## src/rtl/imem_boot_loader_if.sv

```systemverilog
// Byte-stream / IMEM-write / status bundle for the instruction memory boot loader.
// The loader sits on the slave side; the host/bench drives the master side.
interface imem_boot_loader_if #(
  parameter int ADDR_W = 10
);
  logic              start;
  logic [7:0]        rx_data;
  logic              rx_valid;
  logic              rx_ready;
  logic              mem_we;
  logic [ADDR_W-1:0] mem_addr;
  logic [31:0]       mem_wdata;
  logic              busy;
  logic              done;
  logic              error;
  logic              cpu_hold;
  logic [15:0]       words_loaded;

  modport slave (
    input  start, rx_data, rx_valid,
    output rx_ready, mem_we, mem_addr, mem_wdata,
           busy, done, error, cpu_hold, words_loaded
  );

  modport master (
    output start, rx_data, rx_valid,
    input  rx_ready, mem_we, mem_addr, mem_wdata,
           busy, done, error, cpu_hold, words_loaded
  );
endinterface

```

## src/rtl/imem_boot_loader.sv

```systemverilog
// Boot loader: takes LEN (16b, LSB first) then LEN little-endian words from a byte stream,
// writes them to IMEM at consecutive word addresses and holds the CPU until loading is done.
//
// state   | meaning
// --------+---------------------------------------------------------
// IDLE    | after reset, waiting for start, CPU held
// LEN_LO  | waiting for low byte of program length
// LEN_HI  | waiting for high byte of program length, then range check
// DATA    | collecting the 4 bytes of the current word
// WRITE   | one-cycle IMEM write of the assembled word, stream stalled
// DONE    | program loaded, CPU released
// ERR     | length rejected, CPU held
module imem_boot_loader #(
  parameter int ADDR_W    = 10,
  parameter int MAX_WORDS = 1001
) (
  input  logic              SYS_clk,
  input  logic              SYS_reset,
  imem_boot_loader_if.slave bus
);

  localparam logic [15:0] MAX_LEN = 16'(MAX_WORDS);

  typedef enum logic [2:0] {
    S_IDLE,
    S_LEN_LO,
    S_LEN_HI,
    S_DATA,
    S_WRITE,
    S_DONE,
    S_ERR
  } state_t;

  state_t            state, state_nx;
  logic [15:0]       len, len_nx;
  logic [1:0]        byte_cnt, byte_cnt_nx;
  logic [23:0]       shift, shift_nx;
  logic [15:0]       words_nx;
  logic [ADDR_W-1:0] addr_nx;
  logic [31:0]       wdata_nx;
  logic [15:0]       len_full;
  logic              xfer;

  assign xfer     = bus.rx_valid & bus.rx_ready;
  assign len_full = {bus.rx_data, len[7:0]};

  always_comb begin
    state_nx    = state;
    len_nx      = len;
    byte_cnt_nx = byte_cnt;
    shift_nx    = shift;
    words_nx    = bus.words_loaded;
    addr_nx     = bus.mem_addr;
    wdata_nx    = bus.mem_wdata;

    case (state)
      S_IDLE, S_DONE, S_ERR: begin
        if (bus.start) begin
          state_nx    = S_LEN_LO;
          words_nx    = '0;
          byte_cnt_nx = '0;
          len_nx      = '0;
        end
      end

      S_LEN_LO: begin
        if (xfer) begin
          len_nx   = {8'h00, bus.rx_data};
          state_nx = S_LEN_HI;
        end
      end

      S_LEN_HI: begin
        if (xfer) begin
          len_nx = len_full;
          if (len_full == 16'h0000) begin
            state_nx = S_DONE;
          end else if (len_full > MAX_LEN) begin
            state_nx = S_ERR;
          end else begin
            state_nx = S_DATA;
          end
        end
      end

      S_DATA: begin
        if (xfer) begin
          byte_cnt_nx = byte_cnt + 2'd1;
          if (byte_cnt == 2'd3) begin
            // Last byte goes straight to the write data; the shifter holds bytes 0..2.
            wdata_nx = {bus.rx_data, shift};
            addr_nx  = bus.words_loaded[ADDR_W-1:0];
            state_nx = S_WRITE;
          end else begin
            shift_nx = {bus.rx_data, shift[23:8]};
          end
        end
      end

      S_WRITE: begin
        if (bus.words_loaded < len) begin
          words_nx = bus.words_loaded + 16'd1;
        end
        if ((bus.words_loaded + 16'd1) >= len) begin
          state_nx = S_DONE;
        end else begin
          state_nx = S_DATA;
        end
      end

      default: state_nx = S_IDLE;
    endcase
  end

  // Status outputs are decoded from the next state so they are registered yet in step with it.
  always_ff @(posedge SYS_clk or negedge SYS_reset) begin
    if (!SYS_reset) begin
      state            <= S_IDLE;
      len              <= '0;
      byte_cnt         <= '0;
      shift            <= '0;
      bus.words_loaded <= '0;
      bus.mem_addr     <= '0;
      bus.mem_wdata    <= '0;
      bus.rx_ready     <= 1'b0;
      bus.mem_we       <= 1'b0;
      bus.busy         <= 1'b0;
      bus.done         <= 1'b0;
      bus.error        <= 1'b0;
      bus.cpu_hold     <= 1'b1;
    end else begin
      state            <= state_nx;
      len              <= len_nx;
      byte_cnt         <= byte_cnt_nx;
      shift            <= shift_nx;
      bus.words_loaded <= words_nx;
      bus.mem_addr     <= addr_nx;
      bus.mem_wdata    <= wdata_nx;
      bus.rx_ready     <= (state_nx == S_LEN_LO) || (state_nx == S_LEN_HI) ||
                          (state_nx == S_DATA);
      bus.mem_we       <= (state_nx == S_WRITE);
      bus.busy         <= (state_nx == S_LEN_LO) || (state_nx == S_LEN_HI) ||
                          (state_nx == S_DATA)   || (state_nx == S_WRITE);
      bus.done         <= (state_nx == S_DONE);
      bus.error        <= (state_nx == S_ERR);
      bus.cpu_hold     <= (state_nx != S_DONE);
    end
  end

endmodule
```

## src/flat_wrapper.sv

```systemverilog
// flat-port wrapper written by rule: the top's interface ports become plain ports
module imem_boot_loader_flat 
#(
  parameter int ADDR_W    = 10,
  parameter int MAX_WORDS = 1001
)
  (SYS_clk, SYS_reset, bus_start, bus_rx_data, bus_rx_valid, bus_rx_ready, bus_mem_we, bus_mem_addr, bus_mem_wdata, bus_busy, bus_done, bus_error, bus_cpu_hold, bus_words_loaded);
  imem_boot_loader_if #(.ADDR_W(ADDR_W)) bus_i ();
  input  logic SYS_clk;
  input  logic SYS_reset;
  input wire logic [$bits(bus_i.start)-1:0] bus_start;
  input wire logic [$bits(bus_i.rx_data)-1:0] bus_rx_data;
  input wire logic [$bits(bus_i.rx_valid)-1:0] bus_rx_valid;
  output wire logic [$bits(bus_i.rx_ready)-1:0] bus_rx_ready;
  output wire logic [$bits(bus_i.mem_we)-1:0] bus_mem_we;
  output wire logic [$bits(bus_i.mem_addr)-1:0] bus_mem_addr;
  output wire logic [$bits(bus_i.mem_wdata)-1:0] bus_mem_wdata;
  output wire logic [$bits(bus_i.busy)-1:0] bus_busy;
  output wire logic [$bits(bus_i.done)-1:0] bus_done;
  output wire logic [$bits(bus_i.error)-1:0] bus_error;
  output wire logic [$bits(bus_i.cpu_hold)-1:0] bus_cpu_hold;
  output wire logic [$bits(bus_i.words_loaded)-1:0] bus_words_loaded;
  assign bus_i.start = bus_start;
  assign bus_i.rx_data = bus_rx_data;
  assign bus_i.rx_valid = bus_rx_valid;
  assign bus_rx_ready = bus_i.rx_ready;
  assign bus_mem_we = bus_i.mem_we;
  assign bus_mem_addr = bus_i.mem_addr;
  assign bus_mem_wdata = bus_i.mem_wdata;
  assign bus_busy = bus_i.busy;
  assign bus_done = bus_i.done;
  assign bus_error = bus_i.error;
  assign bus_cpu_hold = bus_i.cpu_hold;
  assign bus_words_loaded = bus_i.words_loaded;
  imem_boot_loader #(.ADDR_W(ADDR_W), .MAX_WORDS(MAX_WORDS)) u_core (.SYS_clk(SYS_clk), .SYS_reset(SYS_reset), .bus(bus_i));
endmodule
```

## config.mk

```make
export PLATFORM = sky130hd
export DESIGN_NAME = imem_boot_loader_flat
export DESIGN_NICKNAME = d
export VERILOG_FILES = /design/src/rtl/imem_boot_loader_if.sv /design/src/rtl/imem_boot_loader.sv /design/src/flat_wrapper.sv
export SDC_FILE = /design/constraint.sdc
export NUM_CORES = 1
export LEC_CHECK = 0
export CORE_MARGIN = 3
export CORE_UTILIZATION = 50
export DETAILED_ROUTE_END_ITERATION = 10
export PLACE_DENSITY = 0.77
export SKIP_LAST_GASP = 1
export SYNTH_ARGS = -nofsm -noshare
export SYNTH_HDL_FRONTEND = slang
export SYNTH_SLANG_ARGS = --single-unit
```

## constraint.sdc

```tcl
create_clock -name SYS_clk -period 2.8 [get_ports SYS_clk]
set_clock_uncertainty 0.15 [all_clocks]
set_input_delay 0.7 -clock SYS_clk [delete_from_list [all_inputs] [get_ports SYS_clk]]
set_output_delay 0.7 -clock SYS_clk [all_outputs]
set_load 0.05 [all_outputs]
```

==> Word level (Yosys, flattened, before mapping) <==
Index checks and enable logic that the tools add are counted.
{ "op_classes": {"add_sub_neg": 2, "mux": 18, "n_eq_ne": 19, "order_cmp": 3, "n_bitwise": 3, "n_reduce_logical": 16} }
{ "op_table": {"columns": ["cell", "n"], "rows": [
  ["$mux 16", 4],
  ["$pmux 16 s3", 1],
  ["$pmux 16 s2", 1],
  ["$mux 3", 8],
  ["$eq 3x3->1 const B", 6],
  ["$add 16x1->16 const B", 1],
  ["$ge 16x16->1", 1],
  ["$gt 16x10->1 const B", 1],
  ["$logic_not 16->1", 1],
  ["$lt 16x16->1", 1],
  ["$pmux 3 s5", 1],
  ["$eq 3x2->1 const B", 4],
  ["$reduce_and 3->1", 4],
  ["$ne 2x1->1 const B", 4],
  ["$reduce_and 4->1", 2],
  ["$eq 3x1->1 const B", 2],
  ["$reduce_bool 2->1", 3],
  ["$mux 2", 2],
  ["$pmux 2 s2", 1],
  ["$logic_not 3->1", 1],
  ["$logic_or 1x1->1", 3],
  ["$ne 3x3->1 const B", 1],
  ["$reduce_bool 3->1", 1],
  ["$reduce_or 3->1", 1],
  ["other kinds (5)", 6]
]} }
{ "word_totals": {"out_inout_bits": 64, "wordCells": 75, "register_bits": 109} }

==> Depth between registers and ports, before layout <==
Gate-level depths: netlist of run 1.
{ "logic_depth": {"depth_word": 9, "ltp_mapped": 13} }

==> Worst setup path before layout of run 1 <==
Ideal clock, no wire load.
{ "synth_timing": {"path_kind": "register to register", "startpoint": "register u_core.bus.words_loaded[0] in the netlist's numbering", "endpoint": "register u_core.bus.done", "path_stages_with_launch": 14, "setup_slack_ps": -482, "period_less_slack_ps": 3282, "arrival_time_ps": 3013, "path_buffers": 0, "setup_ps": 120, "cell_sequence": "dfrtp_1 > ha_1 > nand3_1 > nor2b_1 > and2_1 > xnor2_1 > inv_1 > ha_1 > a21oi_1 > nand2_1 > a2111oi_0 > o21ai_0 > a21o_2 > and3_1"} }
{ "synth_via": {"elab_chain_cells": 5} }
{ "synth_lines": {"columns": ["item", "line_no", "text"], "rows": [
  ["from (decl)", "imem_boot_loader_if.sv:22", "busy, done, error, cpu_hold, words_loaded"],
  ["from (signal assigned)", "imem_boot_loader.sv:136", "bus.words_loaded <= words_nx;"],
  ["$add 16x1->16", "imem_boot_loader.sv:104", "if ((bus.words_loaded + 16'd1) >= len) begin"],
  ["$ge 16x16->1", "imem_boot_loader.sv:104", null],
  ["$mux 3", "imem_boot_loader.sv:104", null],
  ["$pmux 3 s5", "imem_boot_loader.sv:56", "case (state)"],
  ["named net u_core.state_nx[2]", "imem_boot_loader.sv:34", "state_t state, state_nx;"],
  ["$eq 3x3->1", "imem_boot_loader.sv:144", "bus.done <= (state_nx == S_DONE);"],
  ["to (signal assigned)", "imem_boot_loader.sv:144", null],
  ["to (decl)", "imem_boot_loader_if.sv:22", null]
]} }
The timed path passes the listed nets, and every way through them passes these cells.
A chain may end at the register's enable or synchronous reset.

==> Worst setup path in the final report of run 1 <==
{ "layout_timing": {"startpoint": "register u_core.bus.words_loaded[3] in the netlist's numbering", "endpoint": "register u_core.bus.done"} }
The elaborated chain is that of the path after synthesis.

==> results of run 1 <==
## critical path: cells and delay by family, from the launching register on
family | cells | cell delay [ps]
adder cells (fa/ha/maj) | 1 | 280
AO/OA/AOI/OAI | 4 | 860
XOR/XNOR | 1 | 150
AND/OR/NAND/NOR | 6 | 910
flip-flops | 1 | 370
## cell usage after synthesis (all sizes together) (2+ instances only)
| cell | number |
|---|---|
| a211oi | 4 |
| dfrtp | 108 |
| a211o | 2 |
| o21ai | 29 |
| ha | 34 |
| a31o | 6 |
| a21oi | 15 |
| nand2 | 59 |
| nor2 | 20 |
| mux2 | 66 |
| nand4 | 4 |
| nor3 | 3 |
| and2b | 2 |
| and3 | 7 |
| xor2 | 3 |
| a31oi | 2 |
| o22ai | 2 |
| a21o | 6 |
| and2 | 5 |
| mux2i | 5 |
| nand2b | 8 |
| o41ai | 2 |
| xnor2 | 8 |
| inv | 27 |
| buf | 15 |
| nor2b | 8 |
| or2 | 3 |
| nand3 | 13 |
| nor4 | 3 |
## timing repair
item / 4_1_cts / 5_1_grt
gates cloned: 0 / 0
pin swaps: 3 / 9
endpoints found under the hold margin: 0 / 0
setup buffers: 3 / 4
gates resized for setup: 2 / 16
setup endpoints to repair: 1 / 6
## sequential cells by signal, indices dropped and copies added, names as in the netlist, 2 cells and up
signal and count:
u_core.shift 24, u_core.len 16, u_core.state 3, u_core.bus.words_loaded 16
u_core.bus.mem_wdata 32, u_core.bus.mem_addr 10, u_core.byte_cnt 2
## worst paths after layout
path	startpoint	end	slack, ps	depth (start not counted)
worst max-delay path	u_core.bus.words_loaded[3]	u_core.bus.done	-10	12
min in group SYS_clk	u_core.len[15]	u_core.len[15]	350	2
worst max register to register	u_core.bus.words_loaded[3]	u_core.bus.done	-10	12
worst min-delay path	SYS_reset	u_core.bus.words_loaded[12]	160	1
worst min register to register	u_core.len[15]	u_core.len[15]	350	2
max in group asynchronous	SYS_reset	u_core.shift[6]	1760	2
## power by group
part           leakage [uW]  switching (uW)  internal (uW)
clock              0.000102             593            355
sequential          0.00143             326           2010
combinational       0.00168            1530           1060
## cell type report
cell class | count | area share [%]
clock buffer | 9 | 1.77
clock inverter | 7 | 1.13
inverter | 27 | 1.45
multi-input combinational | 329 | 37.7
sequential | 109 | 39.3
tap | 136 | 2.43
timing repair buffer | 118 | 16.2
## metal layers
| layer | up-vias | routed length, um | global-route usage (%) | part of all wire [%] |
|---|---|---|---|---|
| met3 | 12 | 694 | 6.12 | 5.8 |
| met5 | - | 0 | 0 | 0 |
| met4 | 0 | 122 | 5.43 | 1.0 |
| met2 | 90 | 5840 | 34.1 | 49 |
| li1 | 1918 | - | - | - |
| met1 | 2018 | 5340 | 27.3 | 45 |
## stage by stage
step | worst slack (ps) | instances | power, uW | util [%]
final | -10.8 | 735 | 5880 | 67.1
after global placement | -10.0 | 712 | 4790 | 63.8
after detailed placement | -52.9 | 712 | 4900 | 63.8
after floorplan | -132 | 480 | 4110 | -
after CTS | 4.45 | 731 | 5880 | 66.0
after global routing | -177 | 735 | 6280 | 67.1
## cell families (layout without fill, tap and decap cells)
| kind of cell | count (synthesis) | after routing | share of synthesized area (%) |
|---|---|---|---|
| compound gates | 75 | 75 | 9.06 |
| xor+xnor | 11 | 11 | 1.78 |
| flops | 109 | 109 | 50.4 |
| mux | 71 | 71 | 14.7 |
| simple gates | 137 | 137 | 12.4 |
| buf+inv | 42 | 161 | 3.61 |
| fa+ha+maj | 35 | 35 | 8.05 |
==> run metrics, run 1 <==
synthesized area 5410 um2; status finished with violations; fin crit period 2810 ps; Starting Density 52.0%; Post-synth EDFFs 0; Die Width 110 um; failing checks negative setup slack; Ys Warns 0; Clock Latency Late Sink 370 ps; Via density 5.49; Max Root-Sink Buffers 2; Avg Cell Area, Syn 11.3 um2; Layout area overhead 29.2%; CP most frequent cell and3_4; Max Freq 356 MHz; HP Class in -> async; Worst EP required 2930 ps; I/O Pins 76; vias after detailed routing 4038; vias in the first global route 4072; drt first pass iters 4; most frequent cells in the layout dfrtp_1 (96), clkdlybuf4s50_1 (74), mux2_2 (66); # Max-Cap Violations 0; Yosys top cell area share 49.9%; Reg area 2750 um2; Post-Syn Nets 526; most common cell after layout, fill and taps aside dfrtp_1; Synth Instances 480; asr flop ratio synth 100%; RSZ-0062 raised after global routing yes; Post-DP HPWL 8.78 mm; Core Box Area 10400 um2; CTS HTree Levels 3; CP endpoint kind register; fillcell total 774; fin area 6990 um2; Top FF cell, synth dfrtp_1; Root Buffer clkbuf_8; Peak supply drop 0.485 mV; Worst-Margin Slew 582 ps; clock slew at reported path FFs 110 ps; final setup TNS -10.8 ps; first-iteration detailed-routing DRC count 246; Hold WS 161 ps; final worst slack -10.8 ps; CTS tree yes; Post-route DRC 0; fraction of layout instances using a drive strength above 1 28.5%; WL/cell 16.3 um; total routed wirelength 12.0 mm; Slew Limit Headroom 61.0%; final hold viol count 0; Post-layout nets 640; largest net degree at the start of global routing 44; initial antenna violation count 0; number of synthesized register bits 109; Synth area leader dfrtp_1; crit-path max FO 6; Synth area leaders dfrtp_1 (50%), mux2_2 (14%), ha_1 (7.9%), nand2_1 (4.1%), o21ai_0 (2.4%); sequential area share after synthesis 50.4%; Die Span Y 110 um; number of CTS-inserted buffers 9; row cnt 37; critical path's largest stage delay 370 ps; Power Density 841 nW/um2; Multi-input gate area 2640 um2; placed instance area 6650 um2; Yosys cell types 52; Pleak 0.00321 uW; full die area 12100 um2; gr usage total 20.9%; Routed Antenna Nets 0; critical path arrival 2940 ps; Final period util 100%; Slowest-stage cell, CP dfrtp_2; kind of critical path reg -> reg; crit-path cells and3_4 -> and3_4 -> nand3_4 -> nor2_4 -> xor2_1 -> ha_1 -> a21oi_2 -> nand2_2 -> a2111oi_4 -> o21ai_2 -> a21o_2 -> and3_4; CTS Hold Bufs 0; CP Launch Type register; CTS sink cnt 109; RD Place Congestion 0.882; final setup fails 1; IO Port Bufs 75; max-slew violation count 0; GRT Residual Overflow 0; # diodes 0; first-pass GRT wire length 19.8 mm
Note: power is estimated with default switching activity, not from simulation.
==> run 2: changes to the inputs <==
Settings changed: CAP_MARGIN set to 40.
==> results of run 2 <==
Final layout, timing and power as in run 1 (identical DEF).
